<file path="src/rtl/reset_seq.sv">
// reset_seq: staggered multi-domain reset sequencer.
//
// All domains are held in reset for RESET_CYCLES, then released one at a time
// in ascending order, STAGGER_CYCLES apart. A level request (ext_rst_req) or a
// one-cycle software pulse (sys_rst_req) restarts the whole sequence.
//
// Optional feature macro: RESET_SEQ_CAUSE_EN
//   defined   -> rst_cause records the source of the last reset entry
//   undefined -> rst_cause is tied to 00 and no cause register is built
//
// state      | meaning
// -----------+----------------------------------------------------------
// ST_ASSERT  | all domains in reset, counting the RESET_CYCLES hold
// ST_RELEASE | domains being released one per STAGGER_CYCLES interval
// ST_RUN     | every domain released, waiting for the next reset request

module reset_seq #(
   parameter int NUM_DOMAINS    = 4,
   parameter int RESET_CYCLES   = 200,
   parameter int STAGGER_CYCLES = 16
) (
   input  logic                   clk,
   input  logic                   rst,
   input  logic                   ext_rst_req,
   input  logic                   sys_rst_req,
   output logic [NUM_DOMAINS-1:0] rst_n,
   output logic                   busy,
   output logic [1:0]             rst_cause
);

   localparam int MAX_CYC = (RESET_CYCLES > STAGGER_CYCLES) ? RESET_CYCLES : STAGGER_CYCLES;
   localparam int CNT_W   = $clog2(MAX_CYC + 1);
   localparam int IDX_W   = $clog2(NUM_DOMAINS + 1);

   localparam logic [CNT_W-1:0] RST_TC   = CNT_W'(RESET_CYCLES - 1);
   localparam logic [CNT_W-1:0] STG_TC   = CNT_W'(STAGGER_CYCLES - 1);
   localparam logic [IDX_W-1:0] LAST_IDX = IDX_W'(NUM_DOMAINS - 1);

   typedef enum logic [1:0] {
      ST_ASSERT  = 2'd0,
      ST_RELEASE = 2'd1,
      ST_RUN     = 2'd2
   } state_t;

   state_t                 r_state;
   state_t                 w_state_nxt;
   logic [CNT_W-1:0]       r_cnt;
   logic [CNT_W-1:0]       w_cnt_nxt;
   logic [IDX_W-1:0]       r_idx;
   logic [IDX_W-1:0]       w_idx_nxt;
   logic [NUM_DOMAINS-1:0] r_rst_n;
   logic [NUM_DOMAINS-1:0] w_rst_n_nxt;

   // State, counter, domain index and reset outputs; rst forces a clean restart.
   always_ff @(posedge clk) begin
      if (rst) begin
         r_state <= ST_ASSERT;
         r_cnt   <= '0;
         r_idx   <= '0;
         r_rst_n <= '0;
      end else begin
         r_state <= w_state_nxt;
         r_cnt   <= w_cnt_nxt;
         r_idx   <= w_idx_nxt;
         r_rst_n <= w_rst_n_nxt;
      end
   end

   // Next-state logic: ext/sys requests override sequencing; the counter
   // never wraps because it is cleared on every terminal count.
   always_comb begin
      w_state_nxt = r_state;
      w_cnt_nxt   = r_cnt;
      w_idx_nxt   = r_idx;
      w_rst_n_nxt = r_rst_n;
      if (ext_rst_req || sys_rst_req) begin
         w_state_nxt = ST_ASSERT;
         w_cnt_nxt   = '0;
         w_idx_nxt   = '0;
         w_rst_n_nxt = '0;
      end else begin
         case (r_state)
            ST_ASSERT: begin
               if (r_cnt == RST_TC) begin
                  w_cnt_nxt      = '0;
                  w_rst_n_nxt[0] = 1'b1;
                  if (NUM_DOMAINS == 1) begin
                     w_state_nxt = ST_RUN;
                  end else begin
                     w_state_nxt = ST_RELEASE;
                     w_idx_nxt   = IDX_W'(1);
                  end
               end else begin
                  w_cnt_nxt = r_cnt + 1'b1;
               end
            end
            ST_RELEASE: begin
               if (r_cnt == STG_TC) begin
                  w_cnt_nxt = '0;
                  for (int d = 0; d < NUM_DOMAINS; d++) begin
                     if (r_idx == IDX_W'(d)) begin
                        w_rst_n_nxt[d] = 1'b1;
                     end
                  end
                  if (r_idx == LAST_IDX) begin
                     w_state_nxt = ST_RUN;
                  end else begin
                     w_idx_nxt = r_idx + 1'b1;
                  end
               end else begin
                  w_cnt_nxt = r_cnt + 1'b1;
               end
            end
            ST_RUN: begin
               w_state_nxt = ST_RUN;
            end
            default: begin
               w_state_nxt = ST_ASSERT;
               w_cnt_nxt   = '0;
               w_idx_nxt   = '0;
               w_rst_n_nxt = '0;
            end
         endcase
      end
   end

   assign rst_n = r_rst_n;
   assign busy  = ~(&r_rst_n);

`ifdef RESET_SEQ_CAUSE_EN
   localparam logic [1:0] CAUSE_POR = 2'b01;
   localparam logic [1:0] CAUSE_SW  = 2'b10;
   localparam logic [1:0] CAUSE_EXT = 2'b11;

   logic [1:0] r_cause;

   // Record the highest-priority source of each reset entry; hold otherwise.
   always_ff @(posedge clk) begin
      if (rst) begin
         r_cause <= CAUSE_POR;
      end else if (ext_rst_req) begin
         r_cause <= CAUSE_EXT;
      end else if (sys_rst_req) begin
         r_cause <= CAUSE_SW;
      end
   end

   assign rst_cause = r_cause;
`else
   assign rst_cause = 2'b00;
`endif

endmodule

</file>
<file path="config.mk">
export PLATFORM = sky130hd
export DESIGN_NAME = reset_seq
export DESIGN_NICKNAME = d
export VERILOG_FILES = /design/src/rtl/reset_seq.sv
export SDC_FILE = /design/constraint.sdc
export NUM_CORES = 1
export LEC_CHECK = 0
export BUFFER_PORTS_ARGS = -buffer_cell sky130_fd_sc_hd__buf_4
export CAP_MARGIN = 20
export CORE_ASPECT_RATIO = 1.2
export CORE_MARGIN = 10
export CORE_UTILIZATION = 45
export DETAILED_ROUTE_END_ITERATION = 10
export PLACE_DENSITY_LB_ADDON = 0.12
export SKIP_CTS_REPAIR_TIMING = 1
export SLEW_MARGIN = 20
export SYNTH_ARGS = -nofsm -noshare
export SYNTH_HDL_FRONTEND = slang
export SYNTH_SLANG_ARGS = --single-unit
</file>
<file path="constraint.sdc">
create_clock -name clk -period 1.85 [get_ports clk]
set_input_delay 0.37 -clock clk [delete_from_list [all_inputs] [get_ports clk]]
set_output_delay 0.37 -clock clk [all_outputs]
set_load 0.01 [all_outputs]
</file>
==> results of run 1 <==
[registers in the layout, indices dropped and copies added (netlist names)]
| name | count |
|---|---|
| r_cnt | 8 |
| rst_n | 4 |
| r_state | 2 |
| r_idx | 3 |
[metal layers]
metal	up-vias	part of all wire (%)	track usage [%]
li1	466	-	-
met1	422	45	11.35
met2	12	50	17.21
met3	6	1.8	2.736
met4	0	3.1	8.333
met5	-	0	0
[path summary, 6_finish.rpt]
path	start	to	slack [ns]	cells after the start
max reg2reg	r_cnt[1]	r_state[0]	0.16	5
max	r_cnt[1]	r_state[0]	0.16	5
min	rst	r_cnt[2]	0.48	5
min reg2reg	r_idx[2]	r_idx[2]	0.48	2
[report_power, final]
group          switching, mW  internal [mW]
sequential           0.00126          0.367
clock                  0.118         0.0839
combinational         0.0123         0.0106
total                  0.131          0.461
[worst min-delay path, stage by stage]
cell     delay (ns)
buf_4          0.08
nor3_1         0.05
o31ai_1        0.06
buf_4          0.13
nor2_1         0.04
[logic make-up (layout without fill, tap and decap cells)]
kind of cell | Yosys count | in the layout
simple gates | 47 | 47
compound gates | 30 | 30
flops | 17 | 17
buf+inv | 13 | 26
fa+ha+maj | 9 | 9
mux | 5 | 5
other cells | 1 | 2
xor+xnor | 1 | 1
[layout make-up]
| type | count | area (sq um) | share of cell area, % |
|---|---|---|---|
| inverters | 5 | 18.77 | 1.491 |
| repair buffers | 17 | 127.6 | 10.14 |
| flip-flops and latches | 17 | 340.3 | 27.04 |
| multi-input cells | 94 | 706.9 | 56.16 |
| well taps | 31 | 38.79 | 3.082 |
| clock buffers | 4 | 26.28 | 2.087 |
[layout by cell type, fill, tap and decap left out, drive strengths merged, types with 5 or more instances in the layout]
cell   Yosys  final
buf        2     17
nor2       8      8
mux2i      5      5
nand2     15     15
a31oi      5      5
nand3      5      5
o21ai      5      5
ha         9      9
dfxtp     17     17
a21oi      7      7
nor3       5      5
inv        5      5
[stage by stage]
stage	std cells	instance area [sq um]
after floorplan	124	1082
after global placement	164	1211
after detailed placement	164	1211
after CTS	168	1237
after global routing	168	1259
final	168	1259
==> out/qor.txt, run 1 <==
Chip height -> 73.63 um
RePlAce Congestion -> 0.8242
Grt ovf -> 0
First-pass DRT Iterations -> 4
# fillers -> 228
Core area -> 2282 sq um
Drt drc -> 0
Gr usage total -> 10.55%
Clock transition at path regs -> 0.10 ns
Pwr/cell area -> 470.7 nW/um^2
WS Path Type -> flop to flop
Initial Utilization -> 47.26%
CTS root buf -> clkbuf_4
Synth top area cells -> dfxtp_1, ha_1, nand2_1
Simple-gate share of the synthesized area -> 24.25%
Number of flops mapped to enable cells by yosys -> 0
Final setup TNS -> 0 ns
Run status -> completed
Multiplexer share of the synthesized area -> 4.640%
Clock Latency Late Sink -> 0.29 ns
Tmin final -> 1.692 ns
WL final -> 2.283 mm
CTS buffer count -> 3
Post-route ant nets -> 0
Seq cells post-synth -> 17
Setup violators final -> 0
Critical Path Max Stage Delay -> 0.51 ns
Syn_area_per_cell -> 8.769 sq um
Clock skew -> 0.002842 ns
Adder-cell area share of the yosys netlist -> 10.44%
Maximum VDD drop -> 406.2 uV
Drt initial violations -> 14
Most frequent cell after synthesis -> dfxtp_1
Die area -> 4763 sq um
Slew Limit Fails -> 0
CTS Sinks -> 17
Crit path launch type -> flop
Largest net degree at the start of global routing -> 12
Vias in the first global route -> 927
Mapped Area -> 1079 sq um
Top delay family on crit path -> compound AO/OA/AOI/OAI gates
Leakage -> 0.4547 nW
Critical Path Fanout Max -> 8
Ports -> 11
DIE WIDTH -> 64.69 um
Largest family of logic cells by synthesized area -> simple AND/OR/NAND/NOR gates
PortBufs -> 8
Compound-cell area share of the yosys netlist -> 22.74%
Fin worst setup slack -> 0.1578 ns
Async set-reset flop share out of synthesis -> 0%
Vias/cell -> 5.393
Layout cells sized above 1 -> 23.36%
Post-synth top flop -> dfxtp_1
Initial antenna violation count -> 0
Worst path slowest cell -> o41a_4
Achievable Freq -> 590.9 MHz
Routed WL per cell -> 13.59 um
Register area share after synthesis -> 31.55%
WP data required -> 2.08 ns
Commonest cells post-synth -> dfxtp_1, nand2_1, ha_1, nor2_1, a21oi_1
RSZ-0062 raised after global routing -> no
XOR/XNOR Fraction of Synth Area -> 0.8121%
Clock buffer depth -> 2
Rows -> 19
Total number of vias -> 906
Post-Synthesis Cells -> 123
Post-synth top area cell -> dfxtp_1
Hold slack -> 0.4786 ns
Finished Core Util -> 55.15%
HPWL Detailed -> 1.785 mm
CTS tree -> built
Crit path arrival time -> 1.92 ns
Max cap viols -> 0
Layout Nets -> 151
Final Hold Viols -> 0
Critical path, cell by cell -> ha_4 > nand3_4 > o41a_4 > nor3_4 > mux2i_1
CTS H-tree lvls -> 1
Top cell type's share of synthesized area -> 31.55%
First-pass GRT wire length -> 4.022 mm
Antenna fix cells -> 0
CP Capture Type -> flop
Worst Hold Class -> primary input to flop
Synth-to-Final Area Change -> 16.71%
CP Buf/Inv Count -> 0
Setup WS pre-CTS -> 0.06141 ns
Post-route clock period utilization -> 91.47%
Synth cell types -> 37
Synth Warn # -> 0
Tot Pwr -> 0.5925 mW
Note: power is estimated with default switching activity, not from simulation.
==> run 2: changes to the inputs <==
==> constraint.sdc (replaced) <==
create_clock -name clk -period 1.85 [get_ports clk]
set_input_delay 0 -clock clk [delete_from_list [all_inputs] [get_ports clk]]
set_output_delay 0 -clock clk [all_outputs]
set_load 0.01 [all_outputs]
==> run 2 against run 1 <==
  * Setup slack worse by 0.066 ns
  * Critical path depth did not move
  * Combinational power barely moved
  * Via count rose by 2.9%
  * Critical path type unchanged
  * Largest power group unchanged
==> out/qor.txt, run 2 (synthesis gave the netlist of run 1 again) <==
Antenna fix cells -> 0
First-pass DRT Iterations -> 4
HPWL Detailed -> 1.923 mm
Max reg flops -> 8
DIE WIDTH -> 64.69 um
Crit path launch -> r_cnt[1]
Placed cell count -> 162
CTS root buf -> clkbuf_4
Ports -> 11
Final setup TNS -> 0 ns
PortBufs -> 8
Switch share -> 24.05%
CTS Sinks -> 17
CP Capture Type -> flop
Worst reg2reg startpoint -> r_cnt[1]
Drt initial violations -> 20
Vias/cell -> 5.614
Total number of vias -> 932
WL final -> 2.545 mm
RSZ-0062 raised after global routing -> no
CTS tree -> built
Worst-Margin Slew -> 0.6497 ns
CTS buffer count -> 3
Die area -> 4763 sq um
Grt ovf -> 0
Most frequent cells in the layout -> dfxtp_1, buf_4, nand2_1
Core area -> 2282 sq um
Layout cells sized above 1 -> 22.96%
Worst path slowest cell -> o41a_4
Post-route ant nets -> 0
Flop2flop setup slack -> 0.09 ns
Slew Limit Fails -> 0
Largest net degree at the start of global routing -> 20
Achievable Freq -> 568.8 MHz
Clock transition at path regs -> 0.12 ns
WS Path Type -> flop to flop
Met2 Use GR -> 18.20%
Fin worst setup slack -> 0.09180 ns
Most common cell after layout, fill and taps aside -> dfxtp_1
WP data required -> 2.08 ns
Sw Pwr -> 0.1450 mW
Drt drc -> 0
Worst Hold Class -> primary input to flop
RePlAce Congestion -> 0.8321
Clk pwr share -> 35.2%
Leakage -> 0.4462 nW
GR Util met3 -> 2.736%
Crit path launch type -> flop
Synth-to-Final Area Change -> 14.50%
Crit path arrival time -> 1.99 ns
Most flops, register -> r_cnt
# fillers -> 241
Initial Utilization -> 47.26%
Met1 usage -> 13.33%
Chip height -> 73.63 um
Hold slack -> 0.1329 ns
Gate power share -> 3.8%
Critical path, cell by cell -> ha_2 > nand3_4 > o41a_4 > nor3_4 > mux2i_1
Post-route clock period utilization -> 95.04%
Final std cells w/o fill -> 166
Layout Nets -> 149
Power share of the sequential group -> 61.0%
Vias in the first global route -> 910
Gr usage total -> 10.91%
Setup violators final -> 0
Clock Latency Late Sink -> 0.30 ns
Clock buffer depth -> 2
Setup WS pre-CTS -> 0.07718 ns
Final Hold Viols -> 0
Initial antenna violation count -> 0
Most Crowded Layer GR -> met2
First-pass GRT wire length -> 4.222 mm
Routed WL per cell -> 15.33 um
Critical Path Fanout Max -> 8
Run status -> completed
Pwr/cell area -> 488.2 nW/um^2
Max cap viols -> 0
CTS H-tree lvls -> 1
Maximum VDD drop -> 306.7 uV
Critical Path Max Stage Delay -> 0.51 ns
Rows -> 19
Tmin final -> 1.758 ns
Rel. slew slack -> 56.69%
Clock skew -> 0.007337 ns
HP Start -> rst
P_int -> 0.4579 mW
run 2: cell types whose count changed in the layout (fill, tap and decap cells not counted):
cell,change
ha_4,-1
buf_4,-2
ha_2,+1
clkbuf_1,-1
clkinv_2,+1
run 2: metrics by stage:
stage          util [%]  power (mW)  instance area (sq um)
2_1_floorplan         -      0.3904                   1082
3_3_place_gp      52.41      0.3980                   1196
4_1_cts           53.62      0.6083                   1224
3_5_place_dp      52.41      0.3987                   1196
5_1_grt           54.11      0.6301                   1235
6_report          54.11      0.6029                   1235
run 2: path summary, 6_finish.rpt:
check,endpoint,depth (start not counted)
worst min-delay path,r_cnt[6],3
worst max register to register,r_state[0],5
worst max-delay path,r_state[0],5
worst min register to register,r_state[0],2
run 2: layout make-up:
cell class                 count  area [sq um]  area share (%)
clock buffer                   3         22.52           1.824
timing repair buffer          15         112.6           9.119
clock inverter                 1         5.005          0.4053
multi-input combinational     94         696.9           56.43
tap                           31         38.79           3.141
inverter                       5         18.77           1.520
sequential                    17         340.3           27.56
run 2: per-layer routing:
metal	share of wire [%]	vias to the layer above
met5	0	-
met4	1.1	0
met3	3.8	4
met2	51	12
met1	44	453
li1	-	463
run 2: power groups by stage:
stage                     Clock, mW  Sequential (mW)  Combinational, mW
after global placement            0            0.376             0.0221
final                         0.212            0.368             0.0231
after CTS                     0.218            0.368             0.0228
after floorplan                   0            0.376             0.0141
after global routing          0.237            0.368             0.0255
after detailed placement          0            0.376             0.0227
run 2: worst max-delay path, delay by kind of cell, from the launching register on:
kind	cells	cell delay, ns
adder cells (fa/ha/maj)	1	0.25
flip-flops	1	0.38
multiplexers	1	0.20
AO/OA/AOI/OAI	1	0.51
AND/OR/NAND/NOR	2	0.35
==> run 3: changes to the inputs <==
- RECOVER_POWER: default -> 100
==> run 3 against run 2 <==
  * Non-clock buffer count unchanged
  * Register-to-register slack barely moved
  * Clock skew shrank 0.00082 ns
  * Routed wire length down 0.20%
  * Largest power group unchanged
  * Via count grew 0.64%
  * Clock power about the same
  * Cell count did not move
  * Critical path type unchanged
  * Global-route usage stayed put
  * Fmax about the same
  * Setup slack is essentially flat
==> out/qor.txt, run 3 (synthesis gave the netlist of run 1 again) <==
Crit path launch type -> flop
Pwr/cell area -> 498.9 nW/um^2
Vias in the first global route -> 910
WS Path Type -> flop to flop
Critical Path Fanout Max -> 8
Clock skew -> 0.006515 ns
Grt ovf -> 0
Max reg flops -> 8
Chip height -> 73.63 um
Post-route clock period utilization -> 95.06%
Setup WS pre-CTS -> 0.07718 ns
Drt drc -> 0
Rel. slew slack -> 56.68%
Critical Path Max Stage Delay -> 0.51 ns
Footprint of the multi-input gates -> 691.9 sq um
# fillers -> 248
Final Hold Viols -> 0
Clock buffer depth -> 2
Critical path, cell by cell -> ha_2 > nand3_4 > o41a_4 > nor3_4 > mux2i_1
Worst reg2reg startpoint -> r_cnt[1]
PortBufs -> 8
Most flops, register -> r_cnt
HPWL Detailed -> 1.923 mm
First-pass GRT wire length -> 4.222 mm
Most common cell after layout, fill and taps aside -> dfxtp_1
CP Capture Type -> flop
Ports -> 11
Layout cells sized above 1 -> 17.78%
Rows -> 19
Setup crit end -> r_state[0]
Post-route ant nets -> 0
Most frequent cells in the layout -> dfxtp_1, nand2_1, buf_4
Max cap viols -> 0
CTS tree -> built
Clock Latency Late Sink -> 0.30 ns
Gr usage total -> 10.91%
Maximum VDD drop -> 307.3 uV
Drt initial violations -> 22
CTS H-tree lvls -> 1
Core area -> 2282 sq um
Final setup TNS -> 0 ns
Initial antenna violation count -> 0
Crit path arrival time -> 1.99 ns
Worst path slowest cell -> o41a_4
RR Endpoint -> r_state[0]
WL final -> 2.540 mm
Flop2flop setup slack -> 0.09 ns
First-pass DRT Iterations -> 4
Largest net degree at the start of global routing -> 20
CTS Sinks -> 17
Worst-Margin Slew -> 0.6498 ns
CTS root buf -> clkbuf_4
Reg2Reg Depth -> 5
Clock transition at path regs -> 0.11 ns
RSZ-0062 raised after global routing -> no
Layout Nets -> 149
Antenna fix cells -> 0
Slew Limit Fails -> 0
CTS buffer count -> 3
Vias/cell -> 5.651
Placed cell count -> 162
Synth-to-Final Area Change -> 11.95%
Total number of vias -> 938
Initial Utilization -> 47.26%
Register area -> 340.3 sq um
Routed WL per cell -> 15.30 um
RePlAce Congestion -> 0.8321
Leakage -> 0.4227 nW
WP data required -> 2.08 ns
Run status -> completed
Achievable Freq -> 568.6 MHz
Die area -> 4763 sq um
Worst Hold Class -> primary input to flop
Fin worst setup slack -> 0.09144 ns
DIE WIDTH -> 64.69 um
Crit path launch -> r_cnt[1]
Tmin final -> 1.759 ns
Setup violators final -> 0
Final std cells w/o fill -> 166
==> run 3: final cells by class <==
class                   count  share of cell area (%)
flip-flops and latches     17                   28.19
well taps                  31                   3.212
inverters                   5                   1.554
clock buffers               3                   1.865
clock inverters             1                  0.4145
multi-input cells          94                   57.31
repair buffers             15                   7.461
==> run 3: critical path: cells and delay by family (launching register included) <==
family          cells  cell delay, ns
mux                 1            0.20
compound gates      1            0.51
flops               1            0.38
simple gates        2            0.36
fa+ha+maj           1            0.25
==> run 3: how the worst min path moves through the flow <==
stage                  start    endpoint  slack [ns]  cells past startpoint
global route             rst    r_cnt[7]        0.13                      3
floorplan                rst    r_cnt[2]        0.26                      3
CTS                      rst    r_cnt[6]        0.12                      3
finish                   rst    r_cnt[6]        0.14                      3
detailed placement  rst_n[1]    rst_n[1]        0.44                      1
global placement         rst  r_state[1]        0.44                      5
==> run 3: stage by stage <==
stage / area [sq um] / util, % / total power, mW / hold WS (ns)
2_1_floorplan: 1082 / - / 0.3904 / 0.2566
5_1_grt: 1207 / 52.91 / 0.6294 / 0.1265
3_5_place_dp: 1196 / 52.41 / 0.3987 / 0.4388
4_1_cts: 1224 / 53.62 / 0.6083 / 0.1237
6_report: 1207 / 52.91 / 0.6023 / 0.1365
3_3_place_gp: 1196 / 52.41 / 0.3980 / 0.4406
==> run 3: per-layer routing <==
metal	global-route usage, %	vias up	share of wire (%)
li1	-	463	-
met1	13.33	457	44
met2	18.20	14	51
met3	2.736	4	3.7
met4	3.571	0	1.1
met5	0	-	0
==> run 3: power breakdown <==
group	switching, mW	internal, mW	total, mW	leakage [nW]
registers	0.000790	0.367	0.368	0.137
clock network	0.132	0.0804	0.212	0.0177
logic	0.0126	0.00981	0.0225	0.268
total	0.145	0.457	0.602	0.423
